--- config.mk ---
export PLATFORM = sky130hd
export DESIGN_NAME = sram_req_arbiter
export DESIGN_NICKNAME = d
export VERILOG_FILES = /design/src/rtl/sram_req_arbiter.sv
export SDC_FILE = /design/constraint.sdc
export NUM_CORES = 1
export LEC_CHECK = 0
export CAP_MARGIN = 20
export CORE_MARGIN = 5
export CORE_UTILIZATION = 36
export DETAILED_ROUTE_END_ITERATION = 10
export PLACE_DENSITY = 0.77
export SETUP_SLACK_MARGIN = 0.5
export SLEW_MARGIN = 20
export SYNTH_ARGS = -nofsm -noshare
export SYNTH_HDL_FRONTEND = slang
export SYNTH_SLANG_ARGS = --single-unit
--- constraint.sdc ---
create_clock -name CLK -period 3.1 [get_ports CLK]
set_input_delay 0.775 -clock CLK [delete_from_list [all_inputs] [get_ports CLK]]
set_output_delay 0.775 -clock CLK [all_outputs]
set_load 0.01 [all_outputs]
--- src/rtl/sram_req_arbiter.sv ---
// Two-client arbiter for a single SRAM controller channel. VGA reads normally win, and the decoder is
// forced through after a bounded wait. Read data returns in order to its requester via a source-tag FIFO.
module sram_req_arbiter #(
  parameter int ADDR_W     = 18,
  parameter int DATA_W     = 32,
  parameter int TAGQ_DEPTH = 4,
  parameter int STARVE_MAX = 16
) (
  input  logic              CLK,
  input  logic              RST,
  input  logic              vga_req_valid,
  input  logic [ADDR_W-1:0] vga_req_addr,
  output logic              vga_req_ready,
  output logic              vga_resp_valid,
  output logic [DATA_W-1:0] vga_resp_data,
  input  logic              dec_req_valid,
  input  logic              dec_req_we,
  input  logic [ADDR_W-1:0] dec_req_addr,
  input  logic [DATA_W-1:0] dec_req_data,
  input  logic [3:0]        dec_req_be,
  output logic              dec_req_ready,
  output logic              dec_resp_valid,
  output logic [DATA_W-1:0] dec_resp_data,
  output logic              mem_req_valid,
  output logic              mem_req_we,
  output logic [ADDR_W-1:0] mem_req_addr,
  output logic [DATA_W-1:0] mem_req_data,
  output logic [3:0]        mem_req_be,
  input  logic              mem_req_ready,
  input  logic              mem_resp_valid,
  input  logic [DATA_W-1:0] mem_resp_data,
  output logic              err_resp_unexp
);

  localparam int PTR_W = $clog2(TAGQ_DEPTH);
  localparam int CNT_W = PTR_W + 1;
  localparam int SC_W  = $clog2(STARVE_MAX + 1);
  localparam logic [CNT_W-1:0] CNT_FULL = CNT_W'(TAGQ_DEPTH);
  localparam logic [SC_W-1:0]  SC_MAX   = SC_W'(STARVE_MAX);

  typedef enum logic [1:0] {GNT_NONE, GNT_VGA, GNT_DEC} gnt_e;

  typedef struct packed {
    logic              valid;
    logic              we;
    logic [ADDR_W-1:0] addr;
    logic [DATA_W-1:0] data;
    logic [3:0]        be;
  } req_t;

  req_t              stage_q, stage_d;
  logic              tag_mem_q [TAGQ_DEPTH];
  logic [PTR_W-1:0]  wr_ptr_q, rd_ptr_q;
  logic [CNT_W-1:0]  tag_cnt_q, tag_cnt_d;
  logic [SC_W-1:0]   starve_q, starve_d;
  logic              vga_rv_q, dec_rv_q;
  logic [DATA_W-1:0] resp_data_q;
  logic              err_q;

  gnt_e gnt;
  logic stage_free, rd_ok, vga_elig, dec_elig, force_dec;
  logic tag_push, tag_pop, tag_empty;

  // NOTE: every always_comb output gets a default before any branch, so no latch can be inferred.
  always_comb begin
    gnt        = GNT_NONE;
    stage_free = !stage_q.valid | mem_req_ready;
    rd_ok      = tag_cnt_q < CNT_FULL;
    vga_elig   = vga_req_valid & rd_ok;
    dec_elig   = dec_req_valid & (dec_req_we | rd_ok);
    force_dec  = (starve_q == SC_MAX) & dec_elig;
    if (stage_free) begin
      if (force_dec)     gnt = GNT_DEC;
      else if (vga_elig) gnt = GNT_VGA;
      else if (dec_elig) gnt = GNT_DEC;
    end
  end

  assign vga_req_ready = (gnt == GNT_VGA);
  assign dec_req_ready = (gnt == GNT_DEC);

  // The tag count is checked before the same-cycle pop, so a full FIFO blocks reads for one extra cycle.
  assign tag_empty = (tag_cnt_q == '0);
  assign tag_pop   = mem_resp_valid & !tag_empty;
  assign tag_push  = vga_req_ready | (dec_req_ready & !dec_req_we);

  always_comb begin
    stage_d   = stage_q;
    tag_cnt_d = tag_cnt_q;
    starve_d  = starve_q;

    if (gnt == GNT_VGA) begin
      stage_d = '{valid: 1'b1, we: 1'b0, addr: vga_req_addr, data: '0, be: 4'hF};
    end else if (gnt == GNT_DEC) begin
      stage_d = '{valid: 1'b1, we: dec_req_we, addr: dec_req_addr, data: dec_req_data,
                  be: (dec_req_we ? dec_req_be : 4'hF)};
    end else if (stage_free) begin
      stage_d.valid = 1'b0;
    end

    case ({tag_push, tag_pop})
      2'b10:   tag_cnt_d = tag_cnt_q + CNT_W'(1);
      2'b01:   tag_cnt_d = tag_cnt_q - CNT_W'(1);
      default: tag_cnt_d = tag_cnt_q;
    endcase

    if (!dec_req_valid || dec_req_ready) starve_d = '0;
    else if (starve_q != SC_MAX)         starve_d = starve_q + SC_W'(1);
  end

  always_ff @(posedge CLK) begin
    if (RST) begin
      stage_q     <= '0;
      wr_ptr_q    <= '0;
      rd_ptr_q    <= '0;
      tag_cnt_q   <= '0;
      starve_q    <= '0;
      vga_rv_q    <= 1'b0;
      dec_rv_q    <= 1'b0;
      resp_data_q <= '0;
      err_q       <= 1'b0;
    end else begin
      stage_q   <= stage_d;
      tag_cnt_q <= tag_cnt_d;
      starve_q  <= starve_d;
      if (tag_push) wr_ptr_q <= wr_ptr_q + PTR_W'(1);
      if (tag_pop)  rd_ptr_q <= rd_ptr_q + PTR_W'(1);
      vga_rv_q <= tag_pop & !tag_mem_q[rd_ptr_q];
      dec_rv_q <= tag_pop &  tag_mem_q[rd_ptr_q];
      if (tag_pop) resp_data_q <= mem_resp_data;
      err_q <= err_q | (mem_resp_valid & tag_empty);
    end
  end

  // NOTE: tag storage is deliberately not reset; the count and pointers decide which entries are live.
  always_ff @(posedge CLK) begin
    if (tag_push) tag_mem_q[wr_ptr_q] <= (gnt == GNT_DEC);
  end

  assign mem_req_valid  = stage_q.valid;
  assign mem_req_we     = stage_q.we;
  assign mem_req_addr   = stage_q.addr;
  assign mem_req_data   = stage_q.data;
  assign mem_req_be     = stage_q.be;
  assign vga_resp_valid = vga_rv_q;
  assign dec_resp_valid = dec_rv_q;
  assign vga_resp_data  = resp_data_q;
  assign dec_resp_data  = resp_data_q;
  assign err_resp_unexp = err_q;

endmodule

==> results of run 1 <==
==> final cells by class <==
cell class                      count  area share [%]
Tap cell                          168            2.89
Clock buffer                       11            3.20
Sequential cell                   109            30.6
Multi-Input combinational cell    294            26.5
Inverter                           14           0.757
Timing Repair Buffer              263            35.4
Clock inverter                      5           0.706
==> tightest hold or removal path, stage by stage (launching register included) <==
cell and delay, ns:
dfxtp_1 0.31, inv_1 0.05, a221oi_1 0.06
==> per-layer routing <==
metal  global-route usage [%]  vias up  wire (um)
li1                         -     2008          -
met1                     19.4     1926       5220
met2                     28.7      209       6250
met3                     8.48       22       1660
met5                        0        -          0
met4                     7.70        0        372
==> registers in the layout, summed over array words and instances, names as in the netlist, named ones only <==
name,count
mem_req_data,32
tag_cnt_q,3
mem_req_be,4
vga_resp_valid,1
tag_mem_q,4
starve_q,5
dec_resp_data,32
mem_req_we,1
err_resp_unexp,1
dec_resp_valid,1
rd_ptr_q,2
mem_req_addr,18
wr_ptr_q,2
mem_req_valid,1
==> logic make-up (layout without fill, tap and decap cells) <==
| family | after synthesis | after routing |
|---|---|---|
| and+or+nand+nor | 171 | 171 |
| DFF | 109 | 109 |
| buffers and inverters | 78 | 293 |
| AOI/OAI and AO/OA | 71 | 71 |
| muxes | 35 | 35 |
| adders and majority gates | 10 | 10 |
| xor gates and xnor gates | 7 | 7 |
==> placed cells by master, fill, tap and decap left out, types with 3 or more instances in the layout <==
cell type,synthesis,layout
a21oi_1,42,40
ha_4,0,4
ha_1,9,5
nor2_1,44,43
buf_4,35,26
nand2_1,65,64
inv_2,1,4
nor3_1,21,21
mux2i_1,34,34
clkbuf_16,0,9
clkdlybuf4s50_1,0,228
nor2b_1,23,22
xor2_1,4,4
dlygate4sd2_1,0,4
a221oi_1,22,22
xnor2_1,3,3
buf_6,0,3
nand2b_4,0,4
inv_1,13,9
edfxtp_1,4,4
dfxtp_1,105,103
==> power groups by stage <==
| stage | Combinational, mW | Sequential (mW) | Clock [mW] |
|---|---|---|---|
| 3_3_place_gp | 1.99 | 1.89 | 0 |
| 6_report | 2.08 | 1.88 | 1.11 |
| 2_1_floorplan | 1.06 | 1.98 | 0 |
| 4_1_cts | 2.07 | 1.88 | 1.14 |
| 5_1_grt | 2.27 | 1.92 | 1.21 |
| 3_5_place_dp | 2.04 | 1.91 | 0 |
==> repair_timing <==
action,CTS,global route
setup endpoints to repair,55,42
gates resized for setup,21,9
pin swaps,5,4
setup buffers,7,4
==> final timing paths <==
| path | startpoint | end | slack, ns | cells past startpoint |
|---|---|---|---|---|
| hold reg to reg | mem_req_be[3] | mem_req_be[3] | 0.47 | 2 |
| setup / recovery | starve_q[0] | tag_cnt_q[2] | 0.37 | 14 |
| hold / removal | mem_req_be[3] | mem_req_be[3] | 0.47 | 2 |
| setup reg to reg | starve_q[0] | tag_cnt_q[2] | 0.37 | 14 |
==> Yosys cell counts, drive strengths merged, types with 2 or more instances <==
cell	count	area share [%]
edfxtp	4	2.7
xor2	4	0.78
nand3	2	0.22
nand2b	4	0.56
and3	2	0.28
clkbuf	15	1.3
a21oi	42	4.7
nor3	21	2.3
nand2	65	5.5
ha	9	2.5
xnor2	3	0.59
mux2i	34	7.6
nor2b	23	3.2
or2	2	0.28
buf	49	7.4
or3	2	0.28
o21ai	2	0.22
nor2	44	3.7
a221oi	22	4.3
dfxtp	105	47
inv	14	1.2
==> out/metrics.cfg, run 1 <==
[floorplan]
chipWidth_um=121
rows=40
dieArea_sq_mm=0.0148
pin_count=236
core_sq_mm=0.0121
die_h_um=121
start_util_pct=36.9

[final_layout]
nets=812
stdcell_count=864
seq_area_sq_mm=0.00222
nFillCells=1068
stdcell_area_sq_mm=0.00727
multiInputGateArea_sq_mm=0.00193
layout-drive-gt1-share_pct=10.8
final_util_pct=60.0
area_delta_synth_final_pct=62.5
n_antenna_cell=0

[grt]
grt-ovfl-total=0
grt_max_degree=46
grt_pass1_vias=4175
antenna_found_initial=0
grt_pass1_wl_um=20700
grt.total_usage_pct=17.6

[yosys]
synth_top_family_by_area=simple AND/OR/NAND/NOR gates
synth_edf_count=4
synth_compound_area_share_pct=10.5
yosys.area_share.xor_xnor_pct=1.37
syn-mean-instance-area_sq_um=9.30
synthArstFlopShare_pct=0
ys.flop_type=dfxtp_1
seq_area_frac_synth_pct=49.7
yosysWarningCount=0
synthCells=481
yosys.area_share.simple_pct=17.5
synth_fa_ha_area_share_pct=2.97
synth_area_sq_mm=0.00447
synth_mux_area_share_pct=8.11
ys_seq_elements=109
synth_nets=602
yosysUniqueCellTypes=37

[timing]
fin_worst_skew_ns=0.00697
timing.slew.headroom_pct=58.6
max_freq_mhz=366
period_share_pct=88.2
timing.hold.ws_ns=0.470
grt_setup_unrepaired=true
final_max_slew_viol_count=0
worst_pin_slew_ns=0.621
hold_viol=0
fin_ws_ns=0.366
tns_ns=0
setup_viol=0
period_minus_slack_ns=2.73

[power_and_ir_drop]
max-vdd-ir-drop_v=0.000296
power_mw=5.07
sw_frac_of_total_pct=31.9
p_comb_share_pct=41.0
power_switching_mw=1.62
power_density_mw_per_mm2=697
pwr-share-seq_pct=37.1
power.internal_mw=3.45
clockPowerShare_pct=21.9
p_leak_nw=2.63

[placed_design]
dpl_cell_area_sq_mm=0.00684
dp_worst_setup_slack_ns=-0.231
dp.cells=837
dp_hpwl_um=10300
gp_congestion=0.789
portBuffers=235

[clock_tree]
cts_hold_buf=0
clock_latency_ns=0.34
htree_levels=3
clkTransAtPathRegs_ns=0.07
cts_tree=done
numCtsBuffers=9
numClockSinks=109
root_buffer=clkbuf_16
cts.path.max_buffers=2

[routing]
wl_per_cell_um=15.6
drc=0
antenna_left=0
postRouteWirelength_um=13500
via_per_inst=4.82
dr.pass1.iters=4
vias=4165
drt-initial-drc-count=177

[worst_setup_path]
critPathMaxFanout=3
worst-path-buf-inv=2
crit_chain=inv_2 > ha_4 > and4bb_2 > nand2b_4 > o2111a_2 > ha_4 > nand2b_4 > and2_4 > ha_4 > inv_2 > fa_2 > xor2_1 > or3_1 > a21oi_2
end_kind=flip-flop
crit_top_cell=ha_4
cp_top_family=simple AND/OR/NAND/NOR gates
cpPeakStageDelay_ns=0.33
critPathSlowestCell=dfxtp_2
start_kind=flip-flop
required_ns=3.37
crit_arrival_ns=3.01
crit_type=flip-flop to flip-flop

[outcome]
outcome=finished, final reports clean

[min_path]
hold_path.class=flip-flop to flip-flop

[flow_run]
max_cap_violations=0

Note: power is estimated with default switching activity, not from simulation.
==> run 2: changes to the inputs <==
PLACE_DENSITY = 0.81   (was 0.77)
==> out/metrics.cfg, run 2 (same netlist as run 1, synthesis figures left out) <==
[final_layout]
mostFrequentLayoutCell=clkdlybuf4s50_1
final_util_pct=59.9  ; -0.13 points
stdcell_count=860  ; -0.46%
final_cell_mix=clkdlybuf4s50_1 (228), dfxtp_1 (103), nand2_1 (65)
area_delta_synth_final_pct=62.2
nets=807  ; -0.62%
layout-drive-gt1-share_pct=9.99  ; -0.79 points

[timing]
timing.hold.ws_ns=0.470  ; +0.000432 ns
final_max_slew_viol_count=0  ; unchanged
period_share_pct=88.3  ; about the same
max_freq_mhz=365  ; about the same
setup_viol=0  ; unchanged
fin_ws_ns=0.363  ; -0.00271 ns
hold_viol=0  ; unchanged
worst_pin_slew_ns=0.560  ; -0.0604 ns
period_minus_slack_ns=2.74  ; +0.00271 ns
grt_setup_unrepaired=true
timing.slew.headroom_pct=62.6  ; +4.0 points
fin_worst_skew_ns=0.00673  ; -0.000237 ns

[worst_setup_path]
critPathMaxFanout=3  ; unchanged
reg2reg_from=starve_q[0]
r2r.worst_path.cells=14  ; unchanged
timing.critical_path.from=starve_q[0]
start_kind=flip-flop
worst-path-buf-inv=3  ; +1
cp_top_family=simple AND/OR/NAND/NOR gates
r2r_slack_ns=0.38  ; about the same
crit_type=flip-flop to primary output
crit_arrival_ns=1.96  ; -1.05 ns
required_ns=2.32  ; -1.05 ns
end_kind=primary output
critPathSlowestCell=dfxtp_2
cpPeakStageDelay_ns=0.34  ; about the same
r2r_end=tag_cnt_q[2]
crit_chain=inv_2 > ha_2 > and4bb_2 > nand2b_4 > o2111a_1 > ha_4 > buf_4 > buf_6

[floorplan]
pin_count=236  ; unchanged
dieArea_sq_mm=0.0148  ; unchanged
die_h_um=121  ; unchanged
start_util_pct=36.9  ; unchanged
rows=40  ; unchanged
chipWidth_um=121  ; unchanged
core_sq_mm=0.0121  ; unchanged

[clock_tree]
cts.path.max_buffers=2  ; unchanged
cts_tree=done
numClockSinks=109  ; unchanged
root_buffer=clkbuf_16
htree_levels=3  ; unchanged
numCtsBuffers=9  ; unchanged
clkTransAtPathRegs_ns=0.07  ; about the same
clock_latency_ns=0.34  ; about the same

[routing]
drt-initial-drc-count=185  ; +4.5%
vias=4145  ; -0.48%
drc=0  ; unchanged
wl_per_cell_um=15.9  ; +1.5%
dr.pass1.iters=5  ; +1
via_per_inst=4.82  ; about the same
postRouteWirelength_um=13600  ; +1.0%
antenna_left=0  ; unchanged

[placed_design]
dp.cells=832  ; -0.60%
dp_worst_setup_slack_ns=-0.145  ; +0.0857 ns
gp_congestion=0.759  ; -3.8%
dp_hpwl_um=10200  ; -0.61%
portBuffers=235  ; unchanged

[grt]
grt_pass1_vias=4266  ; +2.2%
grt_max_degree=46  ; unchanged
grt-ovfl-total=0  ; unchanged
grt.total_usage_pct=17.7  ; +0.14 points
grt_pass1_wl_um=20800  ; +0.44%
antenna_found_initial=2  ; +2
use_met1_pct=18.4  ; -1.0 points
top_usage_layer=met2
grt.met2_usage_pct=30.9  ; +2.2 points
grt_use_met3_pct=8.62  ; +0.14 points

[min_path]
min_path_cells=2  ; unchanged
min_from=dec_resp_data[27]
hold_end=dec_resp_data[27]
hold_path.class=flip-flop to flip-flop

[power_and_ir_drop]
clockPowerShare_pct=23.3  ; +1.4 points
sw_frac_of_total_pct=31.7  ; -0.22 points
pwr-share-seq_pct=36.4  ; -0.7 points
p_leak_nw=2.63  ; about the same
power.internal_mw=3.52  ; +1.9%
power_switching_mw=1.63  ; +0.88%
power_density_mw_per_mm2=710  ; +1.8%
p_comb_share_pct=40.3  ; -0.7 points
max-vdd-ir-drop_v=0.000264  ; -11%

[outcome]
outcome=finished, final reports clean

[flow_run]
max_cap_violations=0  ; unchanged

-- run 2: metal layers --
layer,up-vias,wire (um)
li1,1995,-
met1,1935,5050
met2,200,6600
met3,15,1750
met4,0,237
met5,-,0
-- run 2: per-stage QoR --
step                      setup TNS [ns]  instance area (sq um)  power [mW]
after floorplan                        0                   4550        3.03
after detailed placement          -0.239                   6810        3.94
final                                  0                   7250        5.15
after global placement            -0.112                   6810        3.87
after global routing                   0                   7250        5.46
after CTS                              0                   7180        5.18
-- run 2: how the worst max path moves through the flow --
stage,endpoint,slack [ns],cells past startpoint
2_1_floorplan,tag_cnt_q[2],0.26,13
3_3_place_gp,vga_req_ready,-0.08,5
3_5_place_dp,vga_req_ready,-0.15,5
4_1_cts,tag_cnt_q[2],0.39,14
5_1_grt,tag_cnt_q[2],0.29,14
6_report,dec_req_ready,0.36,8
-- run 2: repair_timing --
item,4_1_cts,5_1_grt
endpoints found under the setup margin,39,24
hold buffers,0,0
gates resized for setup,19,8
setup buffers,7,4
pin swaps,3,2
-- run 2: cell type report --
| cell class | count | area (sq um) |
|---|---|---|
| Multi-Input combinational cell | 294 | 1920 |
| Inverter | 14 | 55.1 |
| Tap cell | 168 | 210 |
| Timing Repair Buffer | 258 | 2530 |
| Clock inverter | 6 | 77.6 |
| Sequential cell | 109 | 2220 |
| Clock buffer | 10 | 229 |
| Antenna cell | 1 | 2.50 |
| Fill cell | 1001 | 4860 |
-- run 2: worst register-to-register path, stage by stage, from the launching register on --
cell and delay [ns]:
dfxtp_2 0.34, inv_2 0.04, ha_2 0.16, and4bb_2 0.24, nand2b_4 0.14, o2111a_1 0.26
ha_4 0.18, nand2b_4 0.06, and2_4 0.15, ha_4 0.13, inv_2 0.03, fa_2 0.32
xor2_1 0.15, or3_1 0.32, a21oi_2 0.12
-- run 2: power groups by stage --
| stage | clock network (mW) | registers, mW | logic (mW) |
|---|---|---|---|
| finish | 1.20 | 1.88 | 2.07 |
| global route | 1.29 | 1.91 | 2.26 |
| CTS | 1.23 | 1.88 | 2.06 |
| detailed placement | 0 | 1.91 | 2.04 |
| floorplan | 0 | 1.98 | 1.06 |
| global placement | 0 | 1.89 | 1.98 |
